### config.mk
export PLATFORM = sky130hd
export DESIGN_NAME = path_backtracker
export DESIGN_NICKNAME = d
export VERILOG_FILES = /design/src/rtl/path_backtracker.sv
export SDC_FILE = /design/constraint.sdc
export NUM_CORES = 1
export LEC_CHECK = 0
export BUFFER_PORTS_ARGS = -buffer_cell sky130_fd_sc_hd__buf_2
export CAP_MARGIN = 10
export CORE_ASPECT_RATIO = 0.6
export CORE_MARGIN = 2
export CORE_UTILIZATION = 45
export DETAILED_ROUTE_END_ITERATION = 10
export MAX_ROUTING_LAYER = met4
export PLACE_DENSITY = 0.78
export SLEW_MARGIN = 20
export SYNTH_ARGS = -nofsm -noshare
export SYNTH_HDL_FRONTEND = slang
export SYNTH_SLANG_ARGS = --single-unit
### constraint.sdc
create_clock -name clk -period 4.5 [get_ports clk]
set_input_delay 0.675 -clock clk [delete_from_list [all_inputs] [get_ports clk]]
set_output_delay 0.675 -clock clk [all_outputs]
set_load 0.05 [all_outputs]
### src/rtl/path_backtracker.sv
// path_backtracker: walks the discard memories from dst back to src after a
// search completes, streaming the path (dst first, src last) with per-hop cost,
// accumulating total cost (saturating) and hop count. Read-only on the memories.
module path_backtracker #(
  parameter int VW      = 16,
  parameter int AW      = 16,
  parameter int MEM_LAT = 2
) (
  input  logic          clk,
  input  logic          rst,
  input  logic          start,
  input  logic [VW-1:0] src_vertex,
  input  logic [VW-1:0] dst_vertex,
  input  logic [AW-1:0] discard_count,
  output logic [AW-1:0] discard_addr,
  input  logic [VW-1:0] vertex_discard_q,
  input  logic [VW-1:0] prev_discard_q,
  input  logic [VW-1:0] dist_discard_q,
  output logic          path_valid,
  input  logic          path_ready,
  output logic [VW-1:0] path_vertex,
  output logic [VW-1:0] path_dist,
  output logic          path_last,
  output logic          busy,
  output logic          done,
  output logic          found,
  output logic [VW-1:0] total_dist,
  output logic [AW-1:0] hop_count
);

  typedef enum logic [2:0] {
    IDLE, ISSUE, WAIT, CMP, EMIT, EMIT_SRC, FAIL, DONE
  } state_t;

  // WAIT covers MEM_LAT-1 cycles; the counter runs 0..MEM_LAT-2 inside it.
  localparam logic [7:0]    WAIT_LAST = 8'((MEM_LAT > 1) ? MEM_LAT - 2 : 0);
  localparam logic [AW-1:0] ONE_A     = AW'(1);

  state_t        state, state_nxt;
  logic [VW-1:0] src_r, cur, prev_r, dist_r;
  logic [AW-1:0] idx, idx_nxt;
  logic [7:0]    wcnt;
  logic          start_acc, hit;

  // Unsigned add clamped to all-ones on carry out.
  function automatic logic [VW-1:0] sat_add(input logic [VW-1:0] a,
                                            input logic [VW-1:0] b);
    logic [VW:0] s;
    s = {1'b0, a} + {1'b0, b};
    return s[VW] ? {VW{1'b1}} : s[VW-1:0];
  endfunction

  // State register.
  always_ff @(posedge clk or posedge rst) begin
    if (rst) state <= IDLE;
    else     state <= state_nxt;
  end

  // Next-state, probe index and stream/status outputs decoded from state.
  always_comb begin
    state_nxt   = state;
    idx_nxt     = idx;
    start_acc   = 1'b0;
    hit         = (vertex_discard_q == cur);
    path_valid  = 1'b0;
    path_vertex = '0;
    path_dist   = '0;
    path_last   = 1'b0;
    busy        = 1'b1;
    done        = 1'b0;
    case (state)
      IDLE, DONE: begin
        busy      = 1'b0;
        done      = (state == DONE);
        state_nxt = IDLE;
        if (start) begin
          start_acc = 1'b1;
          idx_nxt   = discard_count - ONE_A;
          if (dst_vertex == src_vertex)   state_nxt = EMIT_SRC;
          else if (discard_count == '0)   state_nxt = FAIL;
          else                            state_nxt = ISSUE;
        end
      end
      ISSUE: state_nxt = (MEM_LAT > 1) ? WAIT : CMP;
      WAIT: begin
        if (wcnt == WAIT_LAST) state_nxt = CMP;
      end
      CMP: begin
        if (hit)              state_nxt = EMIT;
        else if (idx == '0)   state_nxt = FAIL;
        else begin
          idx_nxt   = idx - ONE_A;
          state_nxt = ISSUE;
        end
      end
      EMIT: begin
        path_valid  = 1'b1;
        path_vertex = cur;
        path_dist   = dist_r;
        if (path_ready) begin
          if (prev_r == src_r)  state_nxt = EMIT_SRC;
          else if (idx == '0)   state_nxt = FAIL;
          else begin
            idx_nxt   = idx - ONE_A;
            state_nxt = ISSUE;
          end
        end
      end
      EMIT_SRC: begin
        path_valid  = 1'b1;
        path_vertex = src_r;
        path_last   = 1'b1;
        if (path_ready) state_nxt = DONE;
      end
      FAIL:    state_nxt = DONE;
      default: state_nxt = IDLE;
    endcase
  end

  // Trace datapath: probe address, current vertex, latched entry, totals.
  always_ff @(posedge clk or posedge rst) begin
    if (rst) begin
      discard_addr <= '0;
      idx          <= '0;
      wcnt         <= '0;
      src_r        <= '0;
      cur          <= '0;
      prev_r       <= '0;
      dist_r       <= '0;
      found        <= 1'b0;
      total_dist   <= '0;
      hop_count    <= '0;
    end else begin
      idx <= idx_nxt;
      if (state_nxt == ISSUE) discard_addr <= idx_nxt;
      if (state == ISSUE)     wcnt <= '0;
      else if (state == WAIT) wcnt <= wcnt + 8'd1;
      if (start_acc) begin
        src_r      <= src_vertex;
        cur        <= dst_vertex;
        found      <= 1'b0;
        total_dist <= '0;
        hop_count  <= '0;
      end
      if (state == CMP && hit) begin
        prev_r <= prev_discard_q;
        dist_r <= dist_discard_q;
      end
      if (state == EMIT && path_ready) begin
        total_dist <= sat_add(total_dist, dist_r);
        hop_count  <= hop_count + ONE_A;
        cur        <= prev_r;
      end
      if (state == EMIT_SRC && path_ready) found <= 1'b1;
      if (state == FAIL)                   found <= 1'b0;
    end
  end

endmodule

==> load_flow_metrics.sql, run 1 <==
INSERT INTO impl_metrics (metric_group, metric, value, unit) VALUES
('route', 'iter_0_drt_violations', '825', ''),
('setup_path', 'timing.setup.critical_path_class', 'reg2reg', ''),
('final_layout', 'drive_gt1_share', '26.74', '%'),
('sta', 'min_period', '3.616', 'ns'),
('route', 'detail_route.wirelength', '24.42', 'mm'),
('sta', 'fin_tns_setup', '0', 'ns'),
('global_route', 'grt_overflow', '0', ''),
('sta', 'setup_viol', '0', ''),
('logic_synthesis', 'synth.top_cell.area_share', '42.31', '%'),
('place', 'place.gp.congestion', '0.9583', ''),
('pwr', 'power.density_cell_area', '542.5', 'nW/µm²'),
('logic_synthesis', 'synthCells', '876', ''),
('logic_synthesis', 'ys_seq_area_share', '42.31', '%'),
('final_layout', 'fillCellCount', '1655', ''),
('logic_synthesis', 'synth.net_count', '1000', ''),
('place', 'place_inst', '1274', ''),
('sta', 'fin_crit_sh', '80.35', '%'),
('setup_path', 'cp-start-kind', 'register', ''),
('floorplanning', 'floorplan.initialDensity', '45.83', '%'),
('place', 'port-buffer-count', '184', ''),
('logic_synthesis', 'synth_cell_type_count', '72', ''),
('clock_tree', 'clk-insertion-delay-late', '0.42', 'ns'),
('sta', 'worst_slew_pin_slew', '0.9167', 'ns'),
('route', 'routed_wire_length_per_instance', '18.67', 'µm'),
('floorplanning', 'design.core.area', '18070', 'µm²'),
('logic_synthesis', 'main_flop_type_after_synthesis', 'sky130_fd_sc_hd__dfrtp_1', ''),
('logic_synthesis', 'synth_area_leader_cell', 'sky130_fd_sc_hd__dfrtp_1', ''),
('final_layout', 'areaGrowthSynthToFinish', '21.38', '%'),
('floorplanning', 'boundaryPins', '185', ''),
('floorplanning', 'placement_rows', '38', ''),
('route', 'detail_route.drc_violations', '0', ''),
('global_route', 'number_of_antenna_violations_at_the_first_check_in_global_routing', '2', ''),
('setup_path', 'worstPathBufferInverterCount', '1', ''),
('clock_tree', 'cts_inserted_buffers', '17', ''),
('setup_path', 'critPathRequiredTime', '4.80', 'ns'),
('sta', 'clock.fmax', '276.6', 'MHz'),
('floorplanning', 'fp.dieH', '109.1', 'µm'),
('min_path', 'class_of_the_tightest_hold_or_removal_check', 'in2async', ''),
('logic_synthesis', 'synth_async_sr_flop_share', '100.0', '%'),
('logic_synthesis', 'synth_warnings', '0', ''),
('floorplanning', 'chipWidth', '179.1', 'µm'),
('logic_synthesis', 'synth-edff-count', '0', ''),
('route', 'vias_per_cell', '5.696', ''),
('setup_path', 'timing.critical_path.cells', 'nand2b_1 -> inv_2 -> and3_1 -> a32o_2 -> a221o_1 -> a211o_1 -> mux2_1', ''),
('final_layout', 'layout.nets', '1177', ''),
('clock_tree', 'clock_tree_from_tritoncts', 'done', ''),
('clock_tree', 'postCtsHoldBufs', '0', ''),
('logic_synthesis', 'synth.top_cells.by_area', 'sky130_fd_sc_hd__dfrtp_1 (42%), sky130_fd_sc_hd__xor2_1 (7.0%), sky130_fd_sc_hd__nand2_1 (5.0%)', ''),
('global_route', 'grt_pass1_vias', '7109', ''),
('clock_tree', 'max-clock-path-buffers', '2', ''),
('floorplanning', 'floorplan.die_area', '19540', 'µm²'),
('clock_tree', 'clock_tree.root_cell', 'sky130_fd_sc_hd__clkbuf_16', ''),
('setup_path', 'critPathTopFamily', 'compound AO/OA/AOI/OAI gates', ''),
('setup_path', 'slowest_stage', 'sky130_fd_sc_hd__a211o_1', ''),
('route', 'drtPass1Iterations', '6', ''),
('final_layout', 'final_cells', '1308', ''),
('place', 'detailed_place_hpwl', '17.88', 'mm'),
('route', 'antenna_left', '0', ''),
('global_route', 'grt_first_pass_wirelength', '38.38', 'mm'),
('sta', 'fin_skew', '0.01298', 'ns'),
('route', 'num_vias', '7450', ''),
('clock_tree', 'path_clk_slew', '0.07', 'ns'),
('clock_tree', 'cts_resized', '0', ''),
('logic_synthesis', 'synth.ff_latch_count', '140', ''),
('clock_tree', 'post_cts_buffers', '0', ''),
('sta', 'timing.final.hold_violations', '0', ''),
('global_route', 'globalRouteTotalUtil', '26.50', '%'),
('pwr', 'post-layout-total-power', '5453', 'µW'),
('status', 'run_status', 'completed', ''),
('setup_path', 'crit_path_max_fanout', '25', ''),
('pwr', 'p_leak', '0.005204', 'µW');
worst reg2reg max path: cells and delay by family, from the launching register on:
kind	cells	cell delay, ns
muxes	1	0.39
buffers and inverters	1	0.26
and+or+nand+nor	2	0.80
DFF	1	0.52
AOI/OAI and AO/OA	3	1.52
final timing paths:
kind                                      from  slack, ns                     endpoint  cells past startpoint
max in group asynchronous                  rst       3.15  discard_addr[0]$_DFFE_PP0N_                      3
min reg2reg                wcnt[7]$_DFFE_PP0P_       0.48          wcnt[7]$_DFFE_PP0P_                      1
min in group clk                 src_vertex[9]       0.48         src_r[9]$_DFFE_PP0P_                      3
max reg2reg                 state[1]$_DFF_PP0_       0.88  discard_addr[1]$_DFFE_PP0N_                      7
max                         state[1]$_DFF_PP0_       0.88  discard_addr[1]$_DFFE_PP0N_                      7
min                                        rst       0.38   total_dist[13]$_DFFE_PP0P_                      2
cells in the final DEF (no fill, tap or decap), types with 6 or more instances in the layout:
cell	synthesis	final
sky130_fd_sc_hd__nand4_1	16	16
sky130_fd_sc_hd__ha_1	23	23
sky130_fd_sc_hd__mux2_4	10	10
sky130_fd_sc_hd__mux2_1	6	6
sky130_fd_sc_hd__nor2_1	90	89
sky130_fd_sc_hd__and3_1	22	22
sky130_fd_sc_hd__nor4_1	15	15
sky130_fd_sc_hd__o22ai_1	15	15
sky130_fd_sc_hd__a2bb2oi_1	15	15
sky130_fd_sc_hd__o31ai_1	6	6
sky130_fd_sc_hd__nand2_1	110	109
sky130_fd_sc_hd__inv_1	20	19
sky130_fd_sc_hd__mux2_2	33	33
sky130_fd_sc_hd__a211o_1	6	6
sky130_fd_sc_hd__a21oi_1	25	25
sky130_fd_sc_hd__nand2b_1	11	11
sky130_fd_sc_hd__dfrtp_1	140	140
sky130_fd_sc_hd__nand3_1	29	29
sky130_fd_sc_hd__inv_6	0	7
sky130_fd_sc_hd__clkbuf_16	0	17
sky130_fd_sc_hd__o21ai_0	26	26
sky130_fd_sc_hd__xor2_1	66	66
sky130_fd_sc_hd__nor3_1	19	19
sky130_fd_sc_hd__a211oi_1	11	11
sky130_fd_sc_hd__xnor2_1	8	8
sky130_fd_sc_hd__buf_4	0	13
sky130_fd_sc_hd__o21ai_1	6	6
sky130_fd_sc_hd__mux2i_1	21	21
sky130_fd_sc_hd__buf_2	2	184
sky130_fd_sc_hd__nor2b_1	8	8
state kept, by name, summed over array words and instances, names as in the netlist:
signal	cells
discard_addr	16
idx	16
state	3
hop_count	16
wcnt	8
total_dist	16
found	1
dist_r	16
src_r	16
cur	16
prev_r	16
cells in the mapped netlist (3+ instances only):
cell	number
sky130_fd_sc_hd__o221ai_1	4
sky130_fd_sc_hd__o21ai_1	6
sky130_fd_sc_hd__nand3_1	29
sky130_fd_sc_hd__and3_1	22
sky130_fd_sc_hd__nor2_1	90
sky130_fd_sc_hd__o21a_1	3
sky130_fd_sc_hd__o22ai_1	15
sky130_fd_sc_hd__a31oi_1	3
sky130_fd_sc_hd__nand4_1	16
sky130_fd_sc_hd__ha_1	23
sky130_fd_sc_hd__a211o_1	6
sky130_fd_sc_hd__o31ai_1	6
sky130_fd_sc_hd__a21oi_1	25
sky130_fd_sc_hd__mux2_2	33
sky130_fd_sc_hd__o211ai_1	4
sky130_fd_sc_hd__mux2i_1	21
sky130_fd_sc_hd__nand2_1	110
sky130_fd_sc_hd__inv_1	20
sky130_fd_sc_hd__clkbuf_1	33
sky130_fd_sc_hd__nor3b_1	3
sky130_fd_sc_hd__nand2b_1	11
sky130_fd_sc_hd__and2_1	5
sky130_fd_sc_hd__nor4_1	15
sky130_fd_sc_hd__a2bb2oi_1	15
sky130_fd_sc_hd__o41ai_1	3
sky130_fd_sc_hd__or3_1	3
sky130_fd_sc_hd__dfrtp_1	140
sky130_fd_sc_hd__a211oi_1	11
sky130_fd_sc_hd__a21o_1	5
sky130_fd_sc_hd__a32oi_1	3
sky130_fd_sc_hd__xnor2_1	8
sky130_fd_sc_hd__a221o_1	5
sky130_fd_sc_hd__xor2_1	66
sky130_fd_sc_hd__nor2b_1	8
sky130_fd_sc_hd__mux2_1	6
sky130_fd_sc_hd__o21ai_0	26
sky130_fd_sc_hd__nor3_1	19
sky130_fd_sc_hd__mux2_4	10
cell families (layout without fill, tap and decap cells):
kind of cell | after synthesis | in the layout | synth area share [%]
simple gates | 347 | 347 | 19.95
buf+inv | 61 | 251 | 3.082
fa+ha+maj | 24 | 24 | 3.717
xor+xnor | 74 | 74 | 7.827
mux | 70 | 70 | 9.655
flops | 140 | 140 | 42.31
compound gates | 160 | 160 | 13.46
other cells | 0 | 2 | 0
report_power, final:
group | leakage (µW) | switching (µW) | internal, µW | total, µW
Sequential | 0.00184 | 318 | 1560 | 1880
Clock | 0.000294 | 612 | 837 | 1450
Combinational | 0.00307 | 1350 | 780 | 2130
Total | 0.00520 | 2280 | 3180 | 5450
area by class of cell:
class | count | area, µm² | area share (%)
antenna | 2 | 5.005 | 0.04979
clock buffer | 17 | 425.4 | 4.233
clock inverter | 15 | 178.9 | 1.780
inverter | 22 | 87.58 | 0.8714
multi-input combinational | 675 | 4532 | 45.09
sequential | 140 | 3503 | 34.86
tap | 240 | 300.3 | 2.988
timing repair buffer | 197 | 1018 | 10.13
per-stage QoR:
step | util, % | instance area (µm²) | hold slack (ns) | setup WS [ns]
after floorplan | - | 8280 | 0.4484 | 0.07213
after global placement | 52.26 | 9442 | 0.4693 | 0.7386
after detailed placement | 52.26 | 9442 | 0.4769 | 0.7336
after CTS | 55.60 | 10050 | 0.4143 | 0.9044
after global routing | 55.63 | 10050 | 0.4526 | 0.6753
final | 55.63 | 10050 | 0.3799 | 0.8843
layer usage:
metal,GRT usage [%],part of all wire [%]
met5,-,0
met4,7.949,1.8
met3,5.091,8.0
met2,35.19,40
met1,40.24,50
Power figures use the tool's default switching activity.
==> inputs of run 2 (changes only) <==
--- a/config.mk
+++ b/config.mk
@@ -12,7 +12,7 @@
 export CORE_UTILIZATION = 45
 export DETAILED_ROUTE_END_ITERATION = 10
 export MAX_ROUTING_LAYER = met4
-export PLACE_DENSITY = 0.78
+export PLACE_DENSITY = 0.75
 export SLEW_MARGIN = 20
 export SYNTH_ARGS = -nofsm -noshare
 export SYNTH_HDL_FRONTEND = slang
==> constraint.sdc (replaced) <==
create_clock -name clk -period 3.46 [get_ports clk]
set_input_delay 0.519 -clock clk [delete_from_list [all_inputs] [get_ports clk]]
set_output_delay 0.519 -clock clk [all_outputs]
set_load 0.05 [all_outputs]
==> run 2 against run 1 <==
Compared with the run above: first-iteration DRC count down 8.5%; register-to-register slack worse by 0.35 ns; worst hold slack worse by 0.18 ns.
==> load_flow_metrics.sql, run 2 (synthesized netlist as in run 1, its figures left out) <==
INSERT INTO impl_metrics (metric_group, metric, value, unit) VALUES
('clock_tree', 'clk-insertion-delay-late', '0.42', 'ns'),
('clock_tree', 'clock_tree.root_cell', 'sky130_fd_sc_hd__clkbuf_16', ''),
('pwr', 'ir_drop', '0.4855', 'mV'),
('route', 'detail_route.drc_violations', '0', ''),
('setup_path', 'critPathArrivalTime', '2.47', 'ns'),
('global_route', 'number_of_antenna_violations_at_the_first_check_in_global_routing', '5', ''),
('global_route', 'grt_start_max_net_pins', '80', ''),
('final_layout', 'area.sequential', '3503', 'µm²'),
('setup_path', 'crit_path_max_fanout', '15', ''),
('sta', 'fin_crit_sh', '86.33', '%'),
('global_route', 'grt_pass1_vias', '7042', ''),
('clock_tree', 'clock_tree_from_tritoncts', 'done', ''),
('clock_tree', 'path_clk_slew', '0.06', 'ns'),
('clock_tree', 'max-clock-path-buffers', '2', ''),
('setup_path', 'slowest_stage', 'sky130_fd_sc_hd__dfrtp_1', ''),
('final_layout', 'most_frequent_standard_cell_in_the_layout_excluding_fill_and_tap_cells', 'sky130_fd_sc_hd__buf_2', ''),
('route', 'iter_0_drt_violations', '755', ''),
('setup_path', 'path_common_cell', 'sky130_fd_sc_hd__buf_4', ''),
('sta', 'timing.max_slew.rel_slack', '52.80', '%'),
('final_layout', 'areaGrowthSynthToFinish', '22.97', '%'),
('final_layout', 'final_cells', '1324', ''),
('setup_path', 'timing.critical_path.cells', 'or2_1 -> o21ai_1 -> buf_4 -> clkinv_1 -> buf_4 -> buf_2', ''),
('route', 'routed_wire_length_per_instance', '18.69', 'µm'),
('place', 'detailed_place_hpwl', '18.41', 'mm'),
('clock_tree', 'cts_sinks', '140', ''),
('route', 'antenna_left', '0', ''),
('floorplanning', 'floorplan.initialDensity', '45.83', '%'),
('floorplanning', 'design.core.area', '18070', 'µm²'),
('setup_path', 'critical_path.max_stage_delay', '0.63', 'ns'),
('final_layout', 'most_frequent_cells_in_the_layout', 'sky130_fd_sc_hd__buf_2 (184), sky130_fd_sc_hd__dfrtp_1 (140), sky130_fd_sc_hd__nand2_1 (109), sky130_fd_sc_hd__nor2_1 (89), sky130_fd_sc_hd__xor2_1 (66)', ''),
('pwr', 'power.density_cell_area', '702.0', 'nW/µm²'),
('clock_tree', 'post_cts_buffers', '0', ''),
('floorplanning', 'chipWidth', '179.1', 'µm'),
('place', 'place_ws', '0.4002', 'ns'),
('sta', 'worst_slew_pin_slew', '0.7066', 'ns'),
('route', 'vias_per_cell', '5.671', ''),
('setup_path', 'crit_path_end_kind', 'output pin', ''),
('floorplanning', 'placement_rows', '38', ''),
('final_layout', 'layout.nets', '1192', ''),
('sta', 'setup_viol', '0', ''),
('sta', 'timing.final.hold_violations', '0', ''),
('clock_tree', 'cts_resized', '0', ''),
('place', 'place_inst', '1289', ''),
('setup_path', 'worstPathBufferInverterCount', '4', ''),
('clock_tree', 'cts_inserted_buffers', '17', ''),
('global_route', 'grt_first_pass_wirelength', '38.32', 'mm'),
('sta', 'timing_max_transition_violations_final', '0', ''),
('global_route', 'globalRouteTotalUtil', '26.69', '%'),
('floorplanning', 'boundaryPins', '185', ''),
('floorplanning', 'floorplan.die_area', '19540', 'µm²'),
('route', 'detail_route.wirelength', '24.74', 'mm'),
('route', 'num_vias', '7509', ''),
('place', 'place.gp.congestion', '0.9159', ''),
('sta', 'fin_skew', '0.009939', 'ns'),
('clock_tree', 'postCtsHoldBufs', '0', ''),
('setup_path', 'cp-start-kind', 'register', ''),
('place', 'port-buffer-count', '184', ''),
('global_route', 'grt_overflow', '0', ''),
('pwr', 'p_leak', '0.005279', 'µW'),
('sta', 'layout_setup_ws', '0.4731', 'ns'),
('setup_path', 'critPathTopFamily', 'buffers and inverters', ''),
('min_path', 'class_of_the_tightest_hold_or_removal_check', 'in2async', ''),
('run', 'drv.max_cap_violation_count', '0', ''),
('status', 'run_status', 'completed', ''),
('sta', 'min_period', '2.987', 'ns'),
('setup_path', 'timing.setup.critical_path_class', 'reg2out', ''),
('sta', 'fin_tns_setup', '0', 'ns'),
('final_layout', 'drive_gt1_share', '27.34', '%'),
('sta', 'clock.fmax', '334.8', 'MHz'),
('floorplanning', 'fp.dieH', '109.1', 'µm'),
('setup_path', 'critPathRequiredTime', '2.94', 'ns'),
('final_layout', 'total_area_of_multi_input_combinational_cells', '4532', 'µm²'),
('sta', 'rsz0062_at_grt', 'no', ''),
('final_layout', 'fillCellCount', '1616', ''),
('route', 'drtPass1Iterations', '5', ''),
('clock_tree', 'h-tree-depth', '4', '');
[run 2: changes by cell type in the layout (fill, tap and decap cells not counted), moves of 2 or more]
cell | before | now
sky130_fd_sc_hd__clkbuf_8 | 0 | 3
sky130_fd_sc_hd__clkinv_4 | 3 | 1
sky130_fd_sc_hd__clkinv_2 | 1 | 3
sky130_fd_sc_hd__buf_12 | 0 | 2
sky130_fd_sc_hd__diode_2 | 2 | 5
sky130_fd_sc_hd__clkbuf_1 | 0 | 3
sky130_fd_sc_hd__buf_4 | 13 | 26
sky130_fd_sc_hd__inv_6 | 7 | 0
[run 2: area by class of cell]
class / count / area share, %
Antenna cell: 5 / 0.1229
Clock buffer: 23 / 4.694
Clock inverter: 7 / 1.118
Inverter: 22 / 0.8479
Multi-Input combinational cell: 675 / 44.51
Sequential cell: 140 / 34.41
Tap cell: 240 / 2.949
Timing Repair Buffer: 212 / 11.35
[run 2: worst reg2reg max path: cells and delay by family, from the launching register on]
family,cells,cell delay (ns)
buf+inv,1,0.23
mux,1,0.36
simple gates,2,0.72
flops,1,0.44
xor+xnor,1,0.17
compound gates,3,0.89
[run 2: where the power goes]
group          total [µW]  switching [µW]  leakage, µW  internal [µW]
clock                1860             674     0.000293           1180
sequential           2450             417      0.00184           2030
combinational        2840            1770      0.00315           1080
[run 2: metal layers]
metal	global-route usage (%)	up-vias	wire [µm]
met5	-	-	0
met4	8.929	0	633
met3	6.450	43	1935
met2	34.86	324	9801
met1	39.80	3613	12370
li1	-	3529	-
[run 2: final timing paths]
check                      slack [ns]                     endpoint           startpoint  cells after the start
setup / recovery                 0.47                         busy   state[0]$_DFF_PP0_                      6
hold / removal                   0.20       dist_r[13]$_DFFE_PP0P_                  rst                      2
setup reg to reg                 0.53  discard_addr[5]$_DFFE_PP0N_   cur[9]$_DFFE_PP0P_                      8
hold reg to reg                  0.49          wcnt[7]$_DFFE_PP0P_  wcnt[7]$_DFFE_PP0P_                      1
max in group asynchronous        2.40            idx[15]$_DFF_PP0_                  rst                      3
min in group clk                 0.32         src_r[5]$_DFFE_PP0P_        src_vertex[5]                      3
[run 2: per-stage QoR]
stage / area, µm² / util, % / hold slack [ns] / power (µW)
after detailed placement: 9578 / 53.01 / 0.4790 / 5260
after global placement: 9578 / 53.01 / 0.4654 / 5200
after global routing: 10180 / 56.36 / 0.2456 / 7547
final: 10180 / 56.36 / 0.2033 / 7148
after CTS: 10170 / 56.29 / 0.2195 / 7124
after floorplan: 8284 / - / 0.4484 / 4437
